[config.mk]
export PLATFORM = sky130hd
export DESIGN_NAME = sme_pe_master
export DESIGN_NICKNAME = d
export VERILOG_FILES = /design/src/rtl/sme_pkg.sv /design/src/rtl/sme_range_split.sv /design/src/rtl/sme_pe_master.sv
export SDC_FILE = /design/constraint.sdc
export NUM_CORES = 1
export LEC_CHECK = 0
export BUFFER_PORTS_ARGS = -buffer_cell sky130_fd_sc_hd__buf_4
export CAP_MARGIN = 0
export CORE_AREA = 2 2 289 291
export CTS_CLUSTER_SIZE = 24
export DETAILED_ROUTE_END_ITERATION = 16
export DIE_AREA = 0 0 291 293
export MAX_ROUTING_LAYER = met4
export SYNTH_ARGS = -nofsm -noshare
export SYNTH_HDL_FRONTEND = slang
export SYNTH_HIERARCHICAL = 1
export SYNTH_SLANG_ARGS = --single-unit
[constraint.sdc]
create_clock -name clk -period 2.3 [get_ports clk]
set_input_delay 0.46 -clock clk [delete_from_list [all_inputs] [get_ports clk]]
set_output_delay 0.46 -clock clk [all_outputs]
set_load 0.03 [all_outputs]
[src/rtl/sme_pkg.sv]
// sme_pkg: shared constants and one-hot state encodings for the string-matching engine.
// The master and the pe_slave instances both import this package.
package sme_pkg;

  localparam int BYTE           = 8;
  localparam int MAX_STRING     = 32;
  localparam int MAX_STR_ADD    = 5;
  localparam int MAX_PATTERN    = 8;
  localparam int MAX_PAT_ADD    = 3;
  localparam int NUM_SLAVE      = 4;
  localparam int SLV_ADD        = $clog2(NUM_SLAVE);
  localparam int TIMEOUT_CYCLES = 64;

  // One-hot states; PRE_ST is the dispatch cycle, COM_ST the collection phase
  typedef enum logic [3:0] {
    IDLE_ST = 4'b0001,
    PRE_ST  = 4'b0010,
    COM_ST  = 4'b0100,
    DONE_ST = 4'b1000
  } state_t;

endpackage

[src/rtl/sme_range_split.sv]
// sme_range_split: splits the candidate start positions of a job into one
// contiguous ascending range per slave and flags jobs that cannot match.
module sme_range_split
  import sme_pkg::*;
(
  input  logic [MAX_STR_ADD:0]             str_len,
  input  logic [3:0]                       pat_len,
  output logic [NUM_SLAVE*MAX_STR_ADD-1:0] start_idx,
  output logic [NUM_SLAVE*MAX_STR_ADD-1:0] end_idx,
  output logic [NUM_SLAVE-1:0]             launched_mask,
  output logic                             degenerate
);

  logic [MAX_STR_ADD:0]   num_pos;
  logic [MAX_STR_ADD+1:0] chunk;
  logic [MAX_STR_ADD+1:0] last_pos;
  logic [MAX_STR_ADD+1:0] range_start;
  logic [MAX_STR_ADD+1:0] range_end;

  // Compute candidate count, per-slave chunk size and each slave's range
  always_comb begin
    range_start   = '0;
    range_end     = '0;
    start_idx     = '0;
    end_idx       = '0;
    launched_mask = '0;
    degenerate    = (pat_len == 4'd0) || (pat_len > 4'(MAX_PATTERN)) ||
                    ({2'b00, pat_len} > str_len);
    num_pos       = str_len - {2'b00, pat_len} + 6'd1;
    chunk         = ({1'b0, num_pos} + 7'(NUM_SLAVE - 1)) >> SLV_ADD;
    last_pos      = {1'b0, num_pos} - 7'd1;
    for (int i = 0; i < NUM_SLAVE; i++) begin
      range_start = 7'(i) * chunk;
      range_end   = range_start + chunk - 7'd1;
      if (range_end > last_pos) range_end = last_pos;
      start_idx[i*MAX_STR_ADD +: MAX_STR_ADD] = range_start[MAX_STR_ADD-1:0];
      end_idx[i*MAX_STR_ADD +: MAX_STR_ADD]   = range_end[MAX_STR_ADD-1:0];
      launched_mask[i] = !degenerate && (range_start <= last_pos);
    end
  end

endmodule

[src/rtl/sme_pe_master.sv]
// sme_pe_master: job scheduler for the parallel string-matching engine.
// Accepts one job, launches the slaves over disjoint ranges, collects their
// results and reports the lowest matching index.
// Optional watchdog enabled by defining SME_TIMEOUT_EN.
module sme_pe_master
  import sme_pkg::*;
(
  input  logic                             clk,
  input  logic                             reset,
  input  logic [MAX_STRING*BYTE-1:0]       str_input,
  input  logic [MAX_STR_ADD:0]             str_len,
  input  logic [MAX_PATTERN*BYTE-1:0]      pat_input,
  input  logic [3:0]                       pat_len,
  input  logic                             input_valid,
  output logic                             ready,
  output logic [MAX_STRING*BYTE-1:0]       slv_str,
  output logic [MAX_PATTERN*BYTE-1:0]      slv_pat,
  output logic [NUM_SLAVE-1:0]             slv_input_valid,
  output logic [NUM_SLAVE*MAX_STR_ADD-1:0] slv_start_idx,
  output logic [NUM_SLAVE*MAX_STR_ADD-1:0] slv_end_idx,
  input  logic [NUM_SLAVE-1:0]             slv_output_valid,
  input  logic [NUM_SLAVE-1:0]             slv_match,
  input  logic [NUM_SLAVE*MAX_STR_ADD-1:0] slv_match_idx,
  output logic                             output_valid,
  output logic                             match,
  output logic [MAX_STR_ADD-1:0]           match_idx,
  output logic                             timeout
);

  state_t                           state;
  logic [NUM_SLAVE*MAX_STR_ADD-1:0] split_start;
  logic [NUM_SLAVE*MAX_STR_ADD-1:0] split_end;
  logic [NUM_SLAVE-1:0]             split_mask;
  logic                             split_degenerate;

  logic [NUM_SLAVE-1:0]             launched_mask;
  logic [NUM_SLAVE-1:0]             done_mask;
  logic [NUM_SLAVE-1:0]             hit_flags;
  logic [NUM_SLAVE*MAX_STR_ADD-1:0] hit_idx;

  logic [NUM_SLAVE-1:0]             new_done;
  logic [NUM_SLAVE-1:0]             next_done;
  logic [NUM_SLAVE-1:0]             next_flags;
  logic [NUM_SLAVE*MAX_STR_ADD-1:0] next_idx;
  logic                             sel_match;
  logic [MAX_STR_ADD-1:0]           sel_idx;
  logic                             wdog_expired;

  sme_range_split u_split (
    .str_len       (str_len),
    .pat_len       (pat_len),
    .start_idx     (split_start),
    .end_idx       (split_end),
    .launched_mask (split_mask),
    .degenerate    (split_degenerate)
  );

  // Merge this cycle's first-time completions into the latched results and pick the lowest matching slave
  always_comb begin
    new_done   = slv_output_valid & launched_mask & ~done_mask;
    next_done  = done_mask | new_done;
    next_flags = hit_flags;
    next_idx   = hit_idx;
    for (int i = 0; i < NUM_SLAVE; i++) begin
      if (new_done[i]) begin
        next_flags[i] = slv_match[i];
        next_idx[i*MAX_STR_ADD +: MAX_STR_ADD] = slv_match_idx[i*MAX_STR_ADD +: MAX_STR_ADD];
      end
    end
    sel_match = |next_flags;
    sel_idx   = '0;
    for (int i = NUM_SLAVE - 1; i >= 0; i--) begin
      if (next_flags[i]) sel_idx = next_idx[i*MAX_STR_ADD +: MAX_STR_ADD];
    end
  end

`ifdef SME_TIMEOUT_EN
  logic [7:0] wdog;

  assign wdog_expired = (wdog == 8'(TIMEOUT_CYCLES - 1));

  // Watchdog: cleared while dispatching, counts every collection cycle
  always_ff @(posedge clk or negedge reset) begin
    if (!reset) begin
      wdog <= '0;
    end else if (state == PRE_ST) begin
      wdog <= '0;
    end else if (state == COM_ST) begin
      wdog <= wdog + 8'd1;
    end
  end
`else
  assign wdog_expired = 1'b0;
`endif

  // Main scheduler FSM with registered outputs
  always_ff @(posedge clk or negedge reset) begin
    if (!reset) begin
      state           <= IDLE_ST;
      ready           <= 1'b1;
      slv_str         <= '0;
      slv_pat         <= '0;
      slv_input_valid <= '0;
      slv_start_idx   <= '0;
      slv_end_idx     <= '0;
      launched_mask   <= '0;
      done_mask       <= '0;
      hit_flags       <= '0;
      hit_idx         <= '0;
      output_valid    <= 1'b0;
      match           <= 1'b0;
      match_idx       <= '0;
      timeout         <= 1'b0;
    end else begin
      case (state)
        IDLE_ST: begin
          if (input_valid) begin
            ready         <= 1'b0;
            slv_str       <= str_input;
            slv_pat       <= pat_input;
            slv_start_idx <= split_start;
            slv_end_idx   <= split_end;
            launched_mask <= split_mask;
            done_mask     <= '0;
            hit_flags     <= '0;
            hit_idx       <= '0;
            if (split_degenerate) begin
              state        <= DONE_ST;
              output_valid <= 1'b1;
              match        <= 1'b0;
              match_idx    <= '0;
            end else begin
              state           <= PRE_ST;
              slv_input_valid <= split_mask;
            end
          end
        end
        PRE_ST: begin
          slv_input_valid <= '0;
          state           <= COM_ST;
        end
        COM_ST: begin
          done_mask <= next_done;
          hit_flags <= next_flags;
          hit_idx   <= next_idx;
          if (next_done == launched_mask) begin
            state        <= DONE_ST;
            output_valid <= 1'b1;
            match        <= sel_match;
            match_idx    <= sel_idx;
          end else if (wdog_expired) begin
            state        <= DONE_ST;
            output_valid <= 1'b1;
            match        <= 1'b0;
            match_idx    <= '0;
            timeout      <= 1'b1;
          end
        end
        DONE_ST: begin
          state        <= IDLE_ST;
          ready        <= 1'b1;
          output_valid <= 1'b0;
          match        <= 1'b0;
          match_idx    <= '0;
          timeout      <= 1'b0;
        end
        default: begin
          state <= IDLE_ST;
          ready <= 1'b1;
        end
      endcase
    end
  end

endmodule

==> results of run 1 <==
## logic make-up after synthesis
family | Yosys count | share of synthesized area
simple gates | 1255 | 0.2703
flops | 408 | 0.5548
buf+inv | 152 | 0.03446
compound gates | 136 | 0.05329
fa+ha+maj | 78 | 0.05465
xor+xnor | 30 | 0.01543
mux | 30 | 0.01672
other cells | 2 | 0.0004080
## path summary, 6_finish.rpt
kind | cells past startpoint | end | slack, ps | from
max reg2reg | 6 | match_idx[2]$_DFFE_PN0P_ | 190 | done_mask[1]$_DFFE_PN0P_
max in group asynchronous | 4 | slv_str[220]$_DFFE_PN0P_ | 1050 | reset
max | 29 | slv_end_idx[16]$_DFFE_PN0P_ | -2390 | str_len[1]
min in group asynchronous | 2 | slv_str[169]$_DFFE_PN0P_ | 450 | reset
min reg2reg | 2 | slv_end_idx[3]$_DFFE_PN0P_ | 470 | slv_end_idx[3]$_DFFE_PN0P_
min | 3 | slv_str[123]$_DFFE_PN0P_ | 50 | str_input[123]
## worst max-delay path, delay by kind of cell
family	cells	cell delay, ps
AOI/OAI and AO/OA	4	470
xor gates and xnor gates	5	890
adders and majority gates	7	1920
buffers and inverters	7	450
muxes	1	320
and+or+nand+nor	5	640
## state kept, by name, summed over array words and instances (netlist names)
register and count:
done_mask 4, hit_flags 4, hit_idx 20, launched_mask 4, match 1, match_idx 5
output_valid 1, ready 1, slv_end_idx 20, slv_input_valid 4, slv_pat 64, slv_start_idx 20
slv_str 256, state 4
## cells in the final DEF (no fill, tap or decap), drive strengths merged, types with 4 or more instances in the layout
| master | n |
|---|---|
| mux2i | 24 |
| nand4 | 8 |
| fa | 4 |
| o21ai | 24 |
| xnor2 | 22 |
| a21o | 10 |
| nand3 | 9 |
| xor2 | 7 |
| conb | 7 |
| nand2 | 1124 |
| and3 | 11 |
| a211o | 5 |
| or3 | 4 |
| nand3b | 8 |
| o21a | 9 |
| nand2b | 4 |
| o22ai | 5 |
| a21oi | 24 |
| a31oi | 8 |
| clkinv | 16 |
| a22o | 23 |
| nor3 | 15 |
| a311oi | 5 |
| diode | 8 |
| a211oi | 5 |
| nor2b | 12 |
| ha | 74 |
| nor3b | 4 |
| buf | 959 |
| inv | 50 |
| dfrtp | 406 |
| nor2 | 44 |
| clkbuf | 71 |
| mux2 | 6 |
## area by class of cell
cell class                 instances  area, um2  area share
sequential                       408      10210      0.3469
multi-input combinational       1536       8373      0.2844
timing repair buffer             960       7589      0.2578
clock buffer                      71       1494     0.05075
tap                             1070       1339     0.04548
inverter                          48      215.2    0.007311
clock inverter                    23      195.2    0.006631
antenna                            8      20.02   0.0006801
## power by group
| part | switching, W | internal [W] |
|---|---|---|
| combinational | 0.0171 | 0.0121 |
| sequential | 0.00188 | 0.0104 |
| clock | 0.00330 | 0.00476 |
## layer usage
layer  up-vias  track usage  part of all wire
li1       8440            -                 -
met2       554       0.2557              0.47
met3       123      0.04002             0.066
met4         0      0.04815             0.029
met5         -            -                 0
met1      8109       0.2044              0.43
## through the flow
| step | cell area, um2 | instances | power, W | util |
|---|---|---|---|---|
| after floorplan | 18850 | 2096 | 0.02816 | - |
| after global placement | 26930 | 3993 | 0.03964 | 0.3291 |
| after detailed placement | 26930 | 3993 | 0.03990 | 0.3291 |
| after CTS | 29100 | 4104 | 0.04897 | 0.3556 |
| after global routing | 29440 | 4124 | 0.05286 | 0.3597 |
| final | 29440 | 4124 | 0.04951 | 0.3597 |
## what timing repair did
action | in CTS | in global routing
setup endpoints to repair | 31 | 47
resized for setup | 71 | 52
hold buffers | 1 | 0
setup buffers | 18 | 15
endpoints found under the hold margin | 33 | 0
pin swaps | 43 | 68
==> out/metrics.cfg, run 1 <==
[run]
maxCapViolCount = 0

[sta]
slew_headroom = 0.5547
setup_ws_ps = -2387
finalSetupTns_ps = -47670
period_minus_slack_ps = 4687
finalHoldViolCount = 0
setup_viol = 33
whs_ps = 54.29
slew_violations = 0
fin_skew_ps = 23.32
fin_crit_sh = 2.038
rsz0062_at_grt = yes
fmax_ghz = 0.2134
tightestPinTransition_ps = 667.9

[place]
gp_congestion = 0.8773
portBuffers = 732
post-place-ws_ps = -3167
dpl.hpwl_um = 53110

[grt]
grt_pass1_wl_um = 104700
grt_max_degree = 130
grt_pass1_vias = 17500
grt_antenna_before_repair = 8
grt.total_usage = 0.1617
overflow = 0

[drt]
vias = 17230
drt_wl_total_um = 69770
firstDrtPassIters = 7
drt-wirelength-per-cell_um = 16.92
drc = 0
ant_nets = 0
vias_per_cell = 4.177
drt-initial-drc-count = 861

[clock_tree]
clkTransAtPathRegs_ps = 60
root_buffer = clkbuf_16
htreeDepth = 2
cts_tree = yes
clk_latency_ps = 590
cts.path.max_buffers = 3
cts_buffers = 51
cts.sinks = 408

[critical_path]
cp-start-kind = primary input
worstSetupPathType = primary input to register
cp_data_arrival_time_ps = 5150
critical_path.max_fanout = 4
worstSetupEndpointType = register
slowest_delay_ps = 410
required_ps = 2770
cp_slowest_cell = fa_2

[hold_path]
hp-class = primary input to register

[floorplanning]
initial_core_util = 0.2249
ios = 734
die_h_um = 293
die_w_um = 291
design.core.area_mm2 = 0.08185
dieArea_mm2 = 0.08526
num_rows = 105

[synthesis]
ys_warn_count = 6
synth_area_leaders = dfrtp_1 55%, nand2_1 23%, ha_1 5.0%, clkbuf_1 1.6%, mux2i_1 1.3%
syn_avg_cell_area_um2 = 8.803
synth_top_flop_cell = dfrtp_1
yosysSeqAreaShare = 0.5548
synth_edf_count = 0
async_flop_share = 1.000
ys_ff_latch = 408
ys_types = 65
yosys.area.top_type = dfrtp_1
synth_top_area_share = 0.5519
synth.most_common_cell = nand2_1
yosys-top-cells-count = 1124 x nand2_1, 406 x dfrtp_1, 80 x clkbuf_1, 74 x ha_1, 48 x inv_1
postSynthCellCount = 2091
synth_area_mm2 = 0.01841

[pwr]
leakagePower_nw = 15.82
pwr_density_cell_mw_per_mm2 = 1682
peakVddDrop_uv = 976.0

[status]
violations = setup timing
status = finished with violations

[final_layout]
syn_to_final_growth_pct = 59.92
layout.nets = 3444
nFillCells = 8325
drive_gt1_frac = 0.3858

Power figures use the tool's default switching activity.
==> run 2: changes to the inputs <==
HOLD_SLACK_MARGIN = 0.1   (was unset)
==> out/metrics.cfg, run 2 (same netlist as run 1, synthesis figures left out) <==
[status]
status = finished with violations
violations = setup timing

[grt]
grt_pass1_vias = 19610
grt_antenna_before_repair = 5
grt_max_degree = 130
grt.total_usage = 0.1723
overflow = 0
grt_pass1_wl_um = 113200

[critical_path]
critical_path.max_fanout = 4
cp_slowest_cell = fa_2
worst-path-buf-inv = 7
cp-start-kind = primary input
cp_top_family = adder cells
required_ps = 2770
worstSetupPathType = primary input to register
worstSetupEndpointType = register
cp_data_arrival_time_ps = 5160
slowest_delay_ps = 410

[clock_tree]
cts.sinks = 408
cts_tree = yes
htreeDepth = 2
cts.path.max_buffers = 3
root_buffer = clkbuf_16
clkTransAtPathRegs_ps = 60
cts_buffers = 51
clk_latency_ps = 590

[sta]
slew_violations = 0
fin_skew_ps = 24.01
period_minus_slack_ps = 4689
finalHoldViolCount = 0
rsz0062_at_grt = yes
finalSetupTns_ps = -47780
slew_headroom = 0.5446
tightestPinTransition_ps = 683.1
fin_crit_sh = 2.039
whs_ps = 123.6
fmax_ghz = 0.2133
setup_viol = 33
setup_ws_ps = -2389

[floorplanning]
dieArea_mm2 = 0.08526
initial_core_util = 0.2249
ios = 734
die_w_um = 291
design.core.area_mm2 = 0.08185
die_h_um = 293
num_rows = 105

[drt]
drt_wl_total_um = 74300
vias = 18850
drt-initial-drc-count = 954
ant_nets = 0
drc = 0
wl_met3_um = 4263
route.met2.wl_um = 35540
firstDrtPassIters = 5
wl_met1_um = 31820
drt-wirelength-per-cell_um = 16.70
vias_per_cell = 4.237
highest_layer = met4

[run]
maxCapViolCount = 0

[final_layout]
drive_gt1_frac = 0.3483
syn_to_final_growth_pct = 77.71
top_register = slv_str
final_util = 0.3997
mostFrequentLayoutCells = 1112 x nand2_1, 908 x buf_4, 406 x dfrtp_1
layout.nets = 3772
largest_registers = slv_str x256, slv_pat x64
final_common_cell = nand2_1
largest_register_ffs = 256

[hold_path]
hp-class = primary input to register

[pwr]
pwr_density_cell_mw_per_mm2 = 1536
leakagePower_nw = 17.19
peakVddDrop_uv = 928.6

[place]
dpl.hpwl_um = 53110
gp_congestion = 0.8773
portBuffers = 732

[run 2: stage by stage]
stage | worst slack, ps | total power (W) | instances | cell area (um2)
after floorplan | -3056 | 0.02816 | 2096 | 18850
after global placement | -3079 | 0.03964 | 3993 | 26930
after detailed placement | -3167 | 0.03990 | 3993 | 26930
after CTS | -2348 | 0.04944 | 4432 | 32390
after global routing | -2567 | 0.05350 | 4449 | 32710
final | -2389 | 0.05025 | 4449 | 32710
[run 2: metal layers]
layer	up-vias	track usage
li1	9090	-
met1	8970	0.2154
met2	625	0.2794
met3	164	0.03366
met4	0	0.05775
met5	-	-
[run 2: final timing paths]
kind	startpoint	endpoint	slack (ps)	cells after the start
setup / recovery	str_len[1]	slv_end_idx[16]$_DFFE_PN0P_	-2390	29
hold / removal	str_input[215]	slv_str[215]$_DFFE_PN0P_	120	3
setup reg to reg	done_mask[1]$_DFFE_PN0P_	match_idx[2]$_DFFE_PN0P_	190	6
hold reg to reg	slv_start_idx[18]$_DFFE_PN0P_	slv_start_idx[18]$_DFFE_PN0P_	470	2
max in group asynchronous	reset	slv_str[220]$_DFFE_PN0P_	1050	4
min in group asynchronous	reset	slv_str[169]$_DFFE_PN0P_	450	2
[run 2: where the power goes]
part | internal [W] | switching, W
Combinational | 0.0125 | 0.0174
Sequential | 0.0104 | 0.00192
Clock | 0.00476 | 0.00331
Total | 0.0276 | 0.0226
[run 2: layout make-up]
cell class | count | area (um2)
diodes | 5 | 12.51
clock buffers | 71 | 1494
clock inverters | 23 | 195.2
fillers | 7856 | 49130
inverters | 48 | 215.2
multi-input cells | 1536 | 8373
flip-flops and latches | 408 | 10210
well taps | 1070 | 1339
repair buffers | 1288 | 10870
[run 2: repair_timing]
item,in CTS,in global routing
hold buffers,329,0
endpoints found under the hold margin,361,0
resized for setup,71,52
pin swaps,43,66
setup buffers,18,15
setup endpoints to repair,31,47
[run 2: worst min-delay path, stage by stage]
cell and delay (ps):
buf_4 80, nand2_1 70, nand2_1 60
==> run 3: changes to the inputs <==
CORE_AREA = 2 2 285 287   (was 2 2 289 291)
CTS_CLUSTER_DIAMETER = 60   (was unset)
DIE_AREA = 0 0 287 289   (was 0 0 291 293)
SYNTH_HIERARCHICAL = unset   (was 1)
==> out/metrics.cfg, run 3 <==
[status]
status = finished with violations
violations = setup timing

[drt]
vias_per_cell = 4.258
ant_nets = 0
drc = 0
firstDrtPassIters = 7
drt-wirelength-per-cell_um = 17.06
drt_wl_total_um = 72840
drt-initial-drc-count = 790
vias = 18180

[sta]
slew_violations = 0
period_minus_slack_ps = 4803
fmax_ghz = 0.2082
setup_ws_ps = -2503
rsz0062_at_grt = yes
fin_crit_sh = 2.088
finalHoldViolCount = 0
fin_skew_ps = 24.36
setup_viol = 31
finalSetupTns_ps = -49310

[place]
post-place-ws_ps = -3296
gp_congestion = 0.8597
dpl.hpwl_um = 53200
dp.cells = 3863
portBuffers = 726

[synthesis]
yosys.area.top_type = dfrtp_1
synth_top_flop_cell = dfrtp_1
yosys-top-cells-count = 1016 x nand2_1, 395 x dfrtp_1, 76 x clkbuf_1, 75 x ha_1, 48 x inv_1
ys_ff_latch = 397
ys_types = 71
ys_warn_count = 0
synth.area.mux_share = 0.02520
synth_area_leaders = dfrtp_1 55%, nand2_1 21%, ha_1 5.2%, clkbuf_1 1.6%, mux2i_1 1.5%
postSynthCellCount = 1984
synth_top_family_by_area = simple AND/OR/NAND/NOR gates
synth_edf_count = 0
synth_top_area_share = 0.5514
yosys.area_share.adder = 0.05794
synth_area_mm2 = 0.01792
syn_avg_cell_area_um2 = 9.035
synth_compound_area_frac = 0.06289
async_flop_share = 1.000
yosysSeqAreaShare = 0.5544
synth-simple-area-share = 0.2479
synth-xor-area-share = 0.01787
synth.most_common_cell = nand2_1

[grt]
grt.total_usage = 0.1705
grt_antenna_before_repair = 3
grt_pass1_vias = 18500
overflow = 0
grt_max_degree = 73
busiest_layer = met2
use_met3 = 0.04236
grt_pass1_wl_um = 107700
grt_util_met1 = 0.2009
gr-usage-met2 = 0.2881

[floorplanning]
num_rows = 104
die_w_um = 287
ios = 734
initial_core_util = 0.2243
die_h_um = 289
design.core.area_mm2 = 0.07990
dieArea_mm2 = 0.08294

[run]
maxCapViolCount = 0

[critical_path]
critical_path.max_fanout = 5
required_ps = 2740
rrSetupSlack_ps = 170
worstSetupPathType = primary input to register
cp_data_arrival_time_ps = 5240
cp-start-kind = primary input
worstSetupEndpointType = register

[final_layout]
drive_gt1_frac = 0.3621
largest_register_ffs = 256
top_register = slv_str
layout.nets = 3614
syn_to_final_growth_pct = 76.19
final_common_cell = nand2_1
largest_registers = slv_str x256, slv_pat x64
mostFrequentLayoutCells = 1012 x nand2_1, 896 x buf_4, 395 x dfrtp_1
nFillCells = 7718
final_cells = 4269

[pwr]
pwr_density_cell_mw_per_mm2 = 1609
switching_power_w = 0.02360
seqPwrFrac = 0.238
peakVddDrop_uv = 1172
pwr-share-comb = 0.615
swShare = 0.4644
internal-power_w = 0.02723
clockPowerShare = 0.147
leakagePower_nw = 16.44
p_total_w = 0.05083

[clock_tree]
cts_buffers = 41
root_buffer = clkbuf_16
clk_latency_ps = 580
clkTransAtPathRegs_ps = 70
cts.sinks = 397
cts.path.max_buffers = 3
htreeDepth = 2
cts_tree = yes

[hold_path]
hp-class = primary input to register

run 3: path summary, 6_finish.rpt:
path / startpoint / end / cells past startpoint
max in group asynchronous: reset / hit_idx[12]$_DFFE_PN0P_ / 3
worst min register to register: slv_str[164]$_DFFE_PN0P_ / slv_str[164]$_DFFE_PN0P_ / 2
worst max-delay path: str_len[1] / slv_end_idx[19]$_DFFE_PN0P_ / 24
worst min-delay path: slv_match_idx[9] / hit_idx[9]$_DFFE_PN0P_ / 2
worst max register to register: done_mask[3]$_DFFE_PN0P_ / match_idx[4]$_DFFE_PN0P_ / 6
min in group asynchronous: reset / slv_str[154]$_DFFE_PN0P_ / 2
run 3: timing repair:
action / in CTS / in global routing
buffers inserted: 23 / 10
cloned: 0 / 0
resized for setup: 91 / 57
pin swaps: 54 / 56
endpoints found under the hold margin: 325 / 0
setup endpoints to repair: 33 / 41
hold buffers: 301 / 0
run 3: through the flow:
stage	util	hold WS, ps	cell area [um2]
floorplan	-	164.4	18210
global placement	0.3276	414.1	26170
detailed placement	0.3276	415.0	26170
CTS	0.3907	100.0	31210
global route	0.3952	116.9	31580
finish	0.3953	133.6	31580
run 3: area by class of cell:
type	count	area (um2)	area share
well taps	1060	1326	0.04200
inverters	49	214.0	0.006775
clock inverters	32	431.7	0.01367
repair buffers	1238	10350	0.3278
flip-flops and latches	397	9937	0.3146
multi-input cells	1446	8223	0.2604
diodes	3	7.507	0.0002377
clock buffers	44	1090	0.03451
run 3: layer usage:
metal | up-vias | routed length (um) | part of all wire
met5 | - | 0 | 0
met4 | 0 | 1996 | 0.027
met3 | 123 | 5266 | 0.072
met2 | 652 | 36120 | 0.50
met1 | 8694 | 29460 | 0.40
li1 | 8707 | - | -
run 3: critical path, cell delays in order:
cell       delay [ps]
buf_8              90
inv_12             30
ha_4              260
inv_2              40
ha_4              150
fa_2              400
xnor2_4           180
nor3b_4           240
xnor3_2           370
ha_4              320
a21oi_4            50
o21bai_4          180
xor2_2            240
xnor2_2           170
ha_4              240
a21o_1            170
a221oi_2          260
xnor2_1           160
xor2_1            170
ha_1              300
a2111oi_4         410
nor2_4            100
mux2i_1           170
o21ai_1            80
run 3: power groups by stage:
stage	clock network (W)	logic (W)	registers (W)
finish	0.00745	0.0313	0.0121
global route	0.00790	0.0337	0.0125
CTS	0.00766	0.0298	0.0121
detailed placement	0	0.0281	0.0121
global placement	0	0.0279	0.0121
floorplan	0	0.0105	0.0178
run 3: cell families after synthesis:
family,count (synthesis)
AO/OA/AOI/OAI,164
AND/OR/NAND/NOR,1122
XOR/XNOR,30
flip-flops,397
adder cells (fa/ha/maj),80
multiplexers,43
buffers and inverters,147
other,1
